<file path="src/rtl/fifo_stream_pkg.sv">
// Shared sizing for the FIFO-to-stream reader: word width default, skid depth, counter width.
// Pointers step over the three buffer slots and wrap from the last slot back to 0.
package fifo_stream_pkg;

  localparam int DATA_W_DEF = 8;
  localparam int BUF_DEPTH  = 3;
  localparam int CNT_W      = 16;

  typedef logic [1:0] ptr_t;

  function automatic ptr_t ptr_inc(input ptr_t p);
    return (p == ptr_t'(BUF_DEPTH - 1)) ? ptr_t'(0) : ptr_t'(p + ptr_t'(1));
  endfunction

endpackage

</file>
<file path="src/rtl/fifo_stream_reader.sv">
// Turns a 1-cycle-latency FIFO read port into a valid/ready stream via a 3-entry buffer.
// Read-to-valid latency is 2 cycles; reads stall when buffer plus in-flight word would exceed 3.
module fifo_stream_reader
  import fifo_stream_pkg::*;
#(
  parameter int DATA_W = DATA_W_DEF
) (
  input  logic              clk,
  input  logic              rst,
  input  logic              fifo_empty,
  input  logic [DATA_W-1:0] fifo_rdata,
  output logic              fifo_rd_en,
  output logic              m_valid,
  output logic [DATA_W-1:0] m_data,
  input  logic              m_ready,
  output logic              idle,
  output logic [CNT_W-1:0]  xfer_count
);

  logic [DATA_W-1:0] mem [BUF_DEPTH];
  ptr_t              wr_ptr;
  ptr_t              rd_ptr;
  logic [1:0]        occ;
  logic              inflight;
  logic [2:0]        fill;
  logic              push;
  logic              pop;

  // Reserve a slot for every outstanding read so the buffer can never overflow,
  // independent of what the downstream does this cycle.
  assign fill       = {1'b0, occ} + {2'b00, inflight};
  assign fifo_rd_en = ~rst & ~fifo_empty & (fill < 3'(BUF_DEPTH));

  assign m_valid = (occ != 2'd0);
  assign m_data  = mem[rd_ptr];
  assign idle    = ~m_valid & ~inflight;

  assign push = inflight;
  assign pop  = m_valid & m_ready;

  always_ff @(posedge clk or posedge rst) begin
    if (rst) begin
      occ        <= 2'd0;
      wr_ptr     <= '0;
      rd_ptr     <= '0;
      inflight   <= 1'b0;
      xfer_count <= '0;
      for (int i = 0; i < BUF_DEPTH; i++) begin
        mem[i] <= '0;
      end
    end else begin
      inflight <= fifo_rd_en;
      if (push) begin
        mem[wr_ptr] <= fifo_rdata;
        wr_ptr      <= ptr_inc(wr_ptr);
      end
      if (pop) begin
        rd_ptr     <= ptr_inc(rd_ptr);
        xfer_count <= xfer_count + CNT_W'(1);
      end
      case ({push, pop})
        2'b10:   occ <= occ + 2'd1;
        2'b01:   occ <= occ - 2'd1;
        default: occ <= occ;
      endcase
    end
  end

endmodule

</file>
<file path="config.mk">
export PLATFORM = sky130hd
export DESIGN_NAME = fifo_stream_reader
export DESIGN_NICKNAME = d
export VERILOG_FILES = /design/src/rtl/fifo_stream_pkg.sv /design/src/rtl/fifo_stream_reader.sv
export SDC_FILE = /design/constraint.sdc
export NUM_CORES = 1
export LEC_CHECK = 0
export ABC_AREA = 1
export CELL_PAD_IN_SITES_DETAIL_PLACEMENT = 0
export CELL_PAD_IN_SITES_GLOBAL_PLACEMENT = 1
export CORE_MARGIN = 2
export CORE_UTILIZATION = 30
export DETAILED_ROUTE_END_ITERATION = 10
export PLACE_DENSITY_LB_ADDON = 0.1
export SLEW_MARGIN = 30
export SYNTH_ARGS = -nofsm -noshare
export SYNTH_HDL_FRONTEND = slang
export SYNTH_SLANG_ARGS = --single-unit
</file>
<file path="constraint.sdc">
create_clock -name clk -period 4.85 [get_ports clk]
set_clock_uncertainty 0.2 [all_clocks]
set_input_delay 0.97 -clock clk [delete_from_list [all_inputs] [get_ports clk]]
set_output_delay 0.97 -clock clk [all_outputs]
set_load 0.005 [all_outputs]
</file>
Word level (Yosys, flattened, before mapping)
Index checks and enable logic that the tools add are counted.
{"block": "word_totals", "regBits": 47, "input_bits": 12, "wordCells": 44}
{"block": "op_classes", "addsub": 6, "n_lt_le_gt_ge": 4, "eq_ne": 4, "mux": 9, "bitwise_logic": 10, "reduce_logical": 3}
{"op": "$bwmux W24", "n": 1}
{"op": "$mux W8", "n": 3}
{"op": "$add A16 B1 Y16 const B", "n": 1}
{"op": "$bmux W8 S2", "n": 1}
{"op": "$demux W8 S2", "n": 1}
{"op": "$add A2 B1 Y2 const B", "n": 3}
{"op": "$eq A2 B2 Y1 const B", "n": 3}
{"op": "$ge A3 B3 Y1 const B", "n": 2}
{"op": "$not A2 Y3", "n": 2}
{"op": "$and A1 B1 Y1", "n": 4}
{"op": "$mux W2", "n": 2}
{"op": "$not A1 Y1", "n": 4}
{"op": "$pmux W2 S2", "n": 1}
{"op": "$reduce_bool A2 Y1", "n": 2}
{"op": "$add A2 B1 Y3", "n": 1}
{"op": "$lt A3 B1 Y1 const B", "n": 1}
{"op": "$lt A3 B2 Y1 const B", "n": 1}
{"op": "$eq A2 B1 Y1 const B", "n": 1}
{"op": "$sub A2 B1 Y2 const B", "n": 1}
{"op": "$logic_and A1 B1 Y1", "n": 1}

Depth between registers and ports, before layout
Gate-level depths: netlist (run 1).
{"block": "depth", "ltp_word": 6, "mapped_depth": 7, "depth_no_buf": 7}

Worst setup path after synthesis (run 1)
OpenSTA, ideal clock, no wires.
{"block": "synth_path", "path_type": "reg2out", "from": "reg inflight", "to": "out fifo_rd_en", "arrival_time_ns": 1.288, "required_ns": 3.680, "path_slack_ns": 2.392, "path_stages_with_launch": 5, "n_path_buf": 0, "cell_sequence": "dfrtp_1 ha_1 ha_1 a21oi_1 nor3b_1"}
{"block": "synth_via", "elab_chain_cells": 3}
{"item": "start: declaration", "line": "fifo_stream_reader.sv:24", "source": "logic inflight;"}
{"item": "start signal: assignment", "line": "fifo_stream_reader.sv:52", "source": "inflight <= fifo_rd_en;"}
{"item": "$add A2 B1 Y3", "line": "fifo_stream_reader.sv:31", "source": "assign fill = {1'b0, occ} + {2'b00, inflight};"}
{"item": "$lt A3 B2 Y1", "line": "fifo_stream_reader.sv:32", "source": "assign fifo_rd_en = ~rst & ~fifo_empty & (fill < 3'(BUF_DEPTH));"}
{"item": "$and A1 B1 Y1", "line": "fifo_stream_reader.sv:32"}
{"item": "end: declaration", "line": "fifo_stream_reader.sv:12", "source": "output logic fifo_rd_en,"}
No other way between the ends.

Final worst setup path (run 1)
{"block": "layout_path", "from": "in rst", "to": "out fifo_rd_en"}
{"block": "layout_via", "elab_chain_cells": 3}
{"item": "start: declaration", "line": "fifo_stream_reader.sv:9", "source": "input logic rst,"}
{"item": "$not A1 Y1", "line": "fifo_stream_reader.sv:32"}
{"item": "$and A1 B1 Y1 (2 in series)", "line": "fifo_stream_reader.sv:32"}
No other way between the ends.

==> impl.org, run 1 <==
** Outcome
- Result of the run :: completed

** Floorplanning
- Core region area :: 0.00721 mm²
- Die X-Extent :: 90.0 µm
- Measured along the y axis, the die boundary spans 90.0 µm.
- The floorplan has 31 rows.
- The floorplan step defined a die boundary enclosing 0.00810 mm².
- 39 I/O pins were placed.
- Starting density of the core :: 30.8%

** Detailed routing
- In the final routed layout, each cell accounts on average for 12.1 µm.
- After detailed routing, the total wire length is 4820 µm.
- Using the TritonRoute via totals, the vias-per-cell ratio works out to 4.32.
- Met3 wire length :: 126 µm
- Post-route antenna net violation count :: 0
- Number of detailed-route iterations in the first pass :: 4
- In the detailed route, the total length drawn on met2 is 2260 µm.
- The routed layout has 1,727 vias.
- Residual DRC count :: 0
- Top layer reached by signal wires :: met4
- Met1 routed wirelength after detailed routing :: 2380 µm
- Iteration-0 DRC count of the detailed router :: 51

** Layout
- Antenna diode count :: 0
- The post-route netlist has 6.64% of its cells at a drive strength greater than 1.
- At the end of the flow, the number of nets in the layout was 316.
- Layout-stage area growth over the synthesis result :: 26.6%
- The layout has 773 filler cells.
- In the final layout, the multi-input gates occupy 916 µm².
- Finished Core Util :: 39.0%
- In the final layout, flip-flops and latches occupy 0.00118 mm².

** Yosys
- Yosys reg bits :: 47
- Synthesized cell area :: 0.00222 mm²
- When the netlist entered floorplanning its net count stood at 274.
- Sequential area share after synthesis :: 53.0%
- Ys Warns :: 0
- Gate Count Post-Synth :: 258
- After synthesis, the mean cell area works out to 8.60 µm².
- Distinct cell type count of the synthesized netlist :: 23

** Power
- After layout, the design draws a total of 0.00151 W.
- The share of total power dissipated in the clock network is 16.8%.
- Combinational logic is responsible for 40.0% of the overall power.
- Power density of the placed cells :: 536 mW/mm²
- Switching share of total power :: 35.8%
- Switch Pwr :: 0.000539 W
- Per report_power, the sequential group accounts for 43.2% of the total.
- Leakage power total :: 1.30 nW
- IR analysis of the VDD net gives a maximum drop of 0.134 mV.
- Cell internal power was estimated by the tool at 0.000967 W.

** Global route
- Vias in the first global route :: 1,711
- The initial antenna violation count is 0.
- Total global routing overflow :: 0
- For this run, the total global-route usage over all layers was measured as 12.9%.
- Entering global routing, the biggest net connects 48 pins.
- The first global-routing pass estimated 8290 µm of wire.

** STA
- The number of endpoints with negative hold slack in the final report was 0.
- Setup Total Neg Slack :: 0 ns
- Setup violation total in the final timing report :: 0
- Time the final worst path needs with I/O delays and setup :: 3.42 ns
- In this run the tightest slew margin relative to its limit is 60.1%.
- Setup repair after global routing left no endpoint under its margin.
- Static timing analysis puts the maximum clock frequency at 0.292 GHz.
- In the finished design, the share of the clock period the worst path needs comes to 70.5%.
- Final-report max-slew violation count :: 0
- Post-route setup slack :: 1.43 ns
- At the pin with the least slew margin, the transition time is 0.596 ns.

** Worst hold path
- Worst hold path cell count :: 2
- The worst hold path belongs to the class flip-flop to flip-flop.

** Flow run
- Across the run, the number of max-cap violations was 0.

** Worst setup path
- Cell type group with the largest total delay on the critical path :: buffers and inverters
- Data on the critical path arrives at its endpoint at 2.25 ns.
- The worst setup path is captured at an output pin.
- Highest net fanout along the worst path :: 2
- Largest stage delay on the critical path :: 0.55 ns
- Count of buffering cells on the critical path with inverters included :: 2
- Setup slack of the worst register-to-register path :: 3.04 ns
- Traced cell by cell, the critical path runs through clkdlybuf4s50_1, nor3b_1, clkdlybuf4s50_1.
- At the worst endpoint, the required time is 3.68 ns.
- Measured in cells, the most critical reg-to-reg path has a length of 6.
- By instance count, the cell type seen most on the critical path is sky130_fd_sc_hd__clkdlybuf4s50_1.
- Slowest cell on the critical path :: sky130_fd_sc_hd__clkdlybuf4s50_1
- The worst setup path is launched from an input port.
- The critical path runs through a total of 3 cells.
- Setup CP Type :: input port to output pin

** Clock network
- Number of post-CTS setup repair buffers :: 0
- Hold-fix buffers, CTS :: 0
- Sink Count :: 47
- After clock tree synthesis, the clock-pin slew on the worst setup and hold paths is 0.08 ns.
- Clock buffers created by TritonCTS :: 5
- The H-tree was split into 2 levels.
- The cell sitting at the root of the clock tree is a sky130_fd_sc_hd__clkbuf_8.
- Clock latency on the worst-skew pair :: 0.30 ns
- Clock buffer depth :: 2
- CTS tree :: yes
- Number of gates resized after cts :: 0

** Placed design
- Buffers placed on the I/O ports in this run total 38.
- Worst setup slack after placement :: 1.43 ns
- Routability-driven placement finished with a final weighted congestion of 0.714.
- The HPWL after detailed placement is 3350 µm.
worst paths after layout:
check	startpoint	to
min in group asynchronous	rst	xfer_count[0]
max	rst	fifo_rd_en
max reg2reg	occ[0]	occ[1]
min	mem[5]	mem[5]
min reg2reg	mem[5]	mem[5]
max in group asynchronous	rst	rd_ptr[0]
power groups by stage:
stage                     Clock, W  Sequential, W  Combinational, W
final                     0.000253       0.000651          0.000602
after global routing      0.000281       0.000673          0.000687
after CTS                 0.000265       0.000652          0.000620
after detailed placement         0       0.000659          0.000617
after global placement           0       0.000658          0.000608
after floorplan                  0       0.000638          0.000345
state kept, by name, summed over array words and instances (netlist names):
register and cells:
mem 24, rd_ptr 2, occ 2, xfer_count 16
wr_ptr 2, inflight 1
synth_stat cells:
library cell               count  area, µm²
sky130_fd_sc_hd__nor2_2        2       12.5
sky130_fd_sc_hd__xnor2_1       8       70.1
sky130_fd_sc_hd__inv_1        30        113
sky130_fd_sc_hd__buf_2         3       15.0
sky130_fd_sc_hd__nand3_2       3       30.0
sky130_fd_sc_hd__nand2_1      86        323
sky130_fd_sc_hd__ha_1          4       50.1
sky130_fd_sc_hd__xor2_1        2       17.5
sky130_fd_sc_hd__nand4_1       3       18.8
sky130_fd_sc_hd__o21ai_2       1       8.76
sky130_fd_sc_hd__a21oi_1       2       10.0
sky130_fd_sc_hd__dfrtp_1      47       1180
sky130_fd_sc_hd__nand3b_4      1       20.0
sky130_fd_sc_hd__nor3b_1       1       7.51
sky130_fd_sc_hd__nand2_4       1       11.3
sky130_fd_sc_hd__nor2_4        1       11.3
sky130_fd_sc_hd__nor2_8        1       20.0
sky130_fd_sc_hd__nand3_4       1       17.5
sky130_fd_sc_hd__nor3_1        1       5.00
sky130_fd_sc_hd__nand3_1      12       60.1
sky130_fd_sc_hd__nor2_1       14       52.6
sky130_fd_sc_hd__o21ai_1      15       75.1
sky130_fd_sc_hd__o21ai_0      19       95.1
logic make-up after synthesis:
family | after synthesis | synth area share (%)
xor+xnor | 10 | 3.95
compound gates | 37 | 8.51
fa+ha+maj | 4 | 2.25
simple gates | 127 | 26.6
flops | 47 | 53.0
buf+inv | 33 | 5.75
worst reg2reg max path, stage by stage (launching register included):
cell and delay (ns):
sky130_fd_sc_hd__dfrtp_1 0.46, sky130_fd_sc_hd__nor2_2 0.26, sky130_fd_sc_hd__nor2_8 0.09, sky130_fd_sc_hd__ha_1 0.31, sky130_fd_sc_hd__a21oi_1 0.11, sky130_fd_sc_hd__o21ai_0 0.12, sky130_fd_sc_hd__xnor2_1 0.14
cell usage in the layout (no fill, tap or decap), types with 3 or more instances in the layout:
| cell type | count |
|---|---|
| sky130_fd_sc_hd__nand2_1 | 86 |
| sky130_fd_sc_hd__dfrtp_1 | 47 |
| sky130_fd_sc_hd__clkdlybuf4s50_1 | 38 |
| sky130_fd_sc_hd__inv_1 | 29 |
| sky130_fd_sc_hd__o21ai_0 | 19 |
| sky130_fd_sc_hd__o21ai_1 | 15 |
| sky130_fd_sc_hd__nor2_1 | 14 |
| sky130_fd_sc_hd__nand3_1 | 12 |
| sky130_fd_sc_hd__xnor2_1 | 8 |
| sky130_fd_sc_hd__clkbuf_8 | 6 |
| sky130_fd_sc_hd__ha_1 | 4 |
| sky130_fd_sc_hd__nand4_1 | 3 |
| sky130_fd_sc_hd__nand3_2 | 3 |
routing by layer:
metal / vias to the layer above / track usage, %
met5: - / 0
met4: 0 / 3.85
met3: 5 / 2.85
met2: 24 / 21.1
met1: 796 / 17.0
li1: 902 / -
final cells by class:
cell class | instances | area share (%)
clock buffer | 6 | 2.94
inverter | 30 | 4.10
sequential | 47 | 41.9
timing repair buffer | 38 | 13.5
clock inverter | 2 | 0.579
tap | 99 | 4.41
multi-input combinational | 178 | 32.6
metrics by stage:
stage,cells,cell area [µm²],hold slack (ns)
6_report,400,2810,0.291
5_1_grt,400,2810,0.317
4_1_cts,400,2810,0.298
3_5_place_dp,392,2710,0.274
3_3_place_gp,392,2710,0.267
2_1_floorplan,258,2220,0.253
Note: power is estimated with default switching activity, not from simulation.
==> run 2, diff against run 1 <==
Clock period 4.85 ns to 3.3 ns, I/O delays scaled along.
==> run 2 against run 1 <==
  * Sequential share of layout area fell by 0.31 points
  * Global-route usage is 0.61 points higher
  * Sequential cell count stayed put
  * Non-clock buffer count rose by 1
  * Register-to-register slack worse by 1.6 ns
  * Core utilization increased by 0.29 points
  * Critical path type is now flip-flop to output pin
  * Critical endpoint unchanged
==> impl.org, run 2 (synthesized netlist as in run 1, its figures left out) <==
** Outcome
- The run finished with clean final reports.

** Global route
- Vias in the first global route :: 1,855
- Across every metal layer, demand over resource in global routing totals 13.5%.
- Initial antenna violation count :: 0
- The total overflow left after global routing is 0.
- First-pass GRT wire length :: 8890 µm
- Entering global routing, the biggest net connects 48 pins.

** Detailed routing
- Dividing the detail-routed wire length by the instance count gives 11.9 µm.
- The final route contains 1,742 vias.
- For this block, the initial DRC count from the detailed router was 29.
- After detailed routing, the total wire length is 4780 µm.
- The detail route stage leaves a number of antenna-violating nets equal to 0.
- Via density :: 4.36
- Number of detailed-route iterations in the first pass :: 4
- Residual DRC count :: 0

** Power
- Design Power :: 0.00224 W
- VDD sags by at most 0.180 mV.
- Summed over all cells, the static leakage comes to 1.31 nW.
- Logic pwr share :: 39.3%
- In this run, the clock network consumes 18.0% of the power.
- Portion of total power attributed to sequential cells :: 42.7%
- Switching share of total power :: 34.2%
- Switch Pwr :: 0.000767 W
- Int Pwr :: 0.00147 W
- Power spread over the standard cell area amounts to 791 mW/mm².

** Worst setup path
- The most critical setup path has its startpoint at inflight.
- Together, buffers and inverters on the worst path number 1.
- For the worst setup path, the data required time is 2.44 ns.
- In this run the worst path has a maximum fanout of 8.
- The worst setup path is launched from a flip-flop.
- The number of cells on the worst reg-to-reg path is 6.
- Across all register-to-register paths, the minimum setup slack is 1.49 ns.
- Data arrival time of the critical path :: 2.18 ns
- By startpoint and endpoint, the worst setup path is classified as flip-flop to output pin.
- Walking the worst path, the cells encountered are ha_1, ha_1, a21oi_1, nor3b_1, clkdlybuf4s50_1.
- Reg-to-Reg Start :: occ[0]
- Cell type group with the largest total delay on the critical path :: buffers and inverters
- STA classifies the critical path endpoint as an output pin.
- The slowest stage of the critical path belongs to the cell sky130_fd_sc_hd__clkdlybuf4s50_1.
- End of the worst register-to-register path :: occ[1]
- Largest stage delay on the critical path :: 0.55 ns
- Most Frequent Cell on Critical Path :: sky130_fd_sc_hd__ha_1

** STA
- Least-Margin Pin Slew :: 0.581 ns
- Number of failing hold endpoints at the final stage :: 0
- Setup repair after global routing missed its margin :: no
- Setup Total Neg Slack :: 0 ns
- Final worst path period share :: 92.2%
- The number of slew-limit violations in the final report came to 0.
- Setup violations remaining at the end of the flow were counted as 0.
- Across all hold checks on the routed design, the worst slack comes to 0.290 ns.
- Max frequency :: 0.329 GHz
- In this run the tightest slew margin relative to its limit is 61.1%.
- Subtracting the final worst setup slack from the clock period gives 3.04 ns.
- Post-route setup slack :: 0.258 ns

** Clock network
- Clock latency on the worst-skew pair :: 0.29 ns
- Counting the buffers created by CTS gives 5.
- TritonCTS built the clock tree.
- Clock transition time at the flip-flop clock pins of the worst setup and hold paths :: 0.08 ns
- Clk Tree Root Cell :: sky130_fd_sc_hd__clkbuf_8
- The clock passes through at most 2 buffers.
- Hold-fix buffers, CTS :: 0
- Max H-tree Level :: 2
- Number of post-CTS setup repair buffers :: 0
- Once the clock tree was built, the resizer swapped 0 gates to a different size.
- The tree built by TritonCTS fans out to 47 sinks.

** Floorplanning
- 39 I/O pins were placed.
- The core region is 0.00721 mm².
- Y dimension of the die :: 90.0 µm
- Measured along the x axis, the die boundary spans 90.0 µm.
- Overall die area :: 0.00810 mm²
- Starting density of the core :: 30.8%
- Number of standard-cell rows in the floorplan :: 31

** Layout
- The library cells used most frequently in the layout, excluding fill and tap cells, are sky130_fd_sc_hd__nand2_1 (86), sky130_fd_sc_hd__dfrtp_1 (47), sky130_fd_sc_hd__clkdlybuf4s50_1 (38).
- Register ranked first by flip-flop count :: mem
- Max reg flops :: 24
- Layout-stage area growth over the synthesis result :: 27.6%
- Antenna diode count :: 0
- Number of fill cells :: 797
- The net count of the finished layout is 317.
- Most frequent standard cell in the layout excluding fill and tap cells :: sky130_fd_sc_hd__nand2_1
- Reg area :: 0.00118 mm²
- Top flop regs :: mem x24, xfer_count x16
- Summing all multi-input logic gate instances after layout gives 916 µm².
- Of the cells placed in the final design, the portion with a size suffix greater than 1 is 6.31%.

** Placed design
- Timing analysis after detailed placement gives a worst setup slack of 0.524 ns.
- The HPWL after detailed placement is 3330 µm.
- IO Port Bufs :: 38
- The congestion estimate from routability-driven global placement came to 0.699.

** Worst hold path
- Hold path startpoint :: mem[17]
- Sink of the worst hold path :: mem[17]
- The path class of the tightest hold or removal check is flip-flop to flip-flop.
- Along the worst hold path, the cell count comes to 2.

** Flow run
- Across the run, the number of max-cap violations was 0.
## run 2: worst max path at each step
stage / end / slack (ns) / depth (start not counted)
floorplan: fifo_rd_en / 1.15 / 4
global placement: fifo_rd_en / 0.56 / 5
detailed placement: fifo_rd_en / 0.52 / 5
CTS: fifo_rd_en / 0.19 / 5
global route: fifo_rd_en / 0.09 / 5
finish: fifo_rd_en / 0.26 / 5
## run 2: metrics by stage
step	std cells	utilization (%)	cell area (µm²)
2_1_floorplan	258	-	2220
3_3_place_gp	393	37.8	2730
3_5_place_dp	393	37.8	2730
4_1_cts	400	39.2	2830
5_1_grt	400	39.2	2830
6_report	400	39.2	2830
## run 2: worst min-delay path, stage by stage, from the launching register on
cell and delay [ns]:
sky130_fd_sc_hd__dfrtp_1 0.35, sky130_fd_sc_hd__nand2_1 0.05, sky130_fd_sc_hd__o21ai_0 0.05
## run 2: power by group through the flow
stage	registers (W)	clock network, W	logic [W]
after floorplan	0.000938	0	0.000507
after global placement	0.000967	0	0.000898
after detailed placement	0.000968	0	0.000905
after CTS	0.000958	0.000424	0.000910
after global routing	0.000995	0.000450	0.00103
final	0.000957	0.000404	0.000880
## run 2: area by class of cell
type	instances	area share, %
multi-input cells	178	32.3
flip-flops and latches	47	41.5
clock buffers	6	2.56
inverters	30	3.98
well taps	99	4.37
clock inverters	1	1.06
repair buffers	39	14.1
## run 2: routing by layer
| layer | vias to the layer above | global-route usage, % | share of wire (%) |
|---|---|---|---|
| met5 | - | 0 | 0 |
| met1 | 816 | 17.6 | 49 |
| met4 | 0 | 3.85 | 1.2 |
| met3 | 4 | 3.02 | 2.9 |
| li1 | 898 | - | - |
| met2 | 24 | 22.4 | 47 |
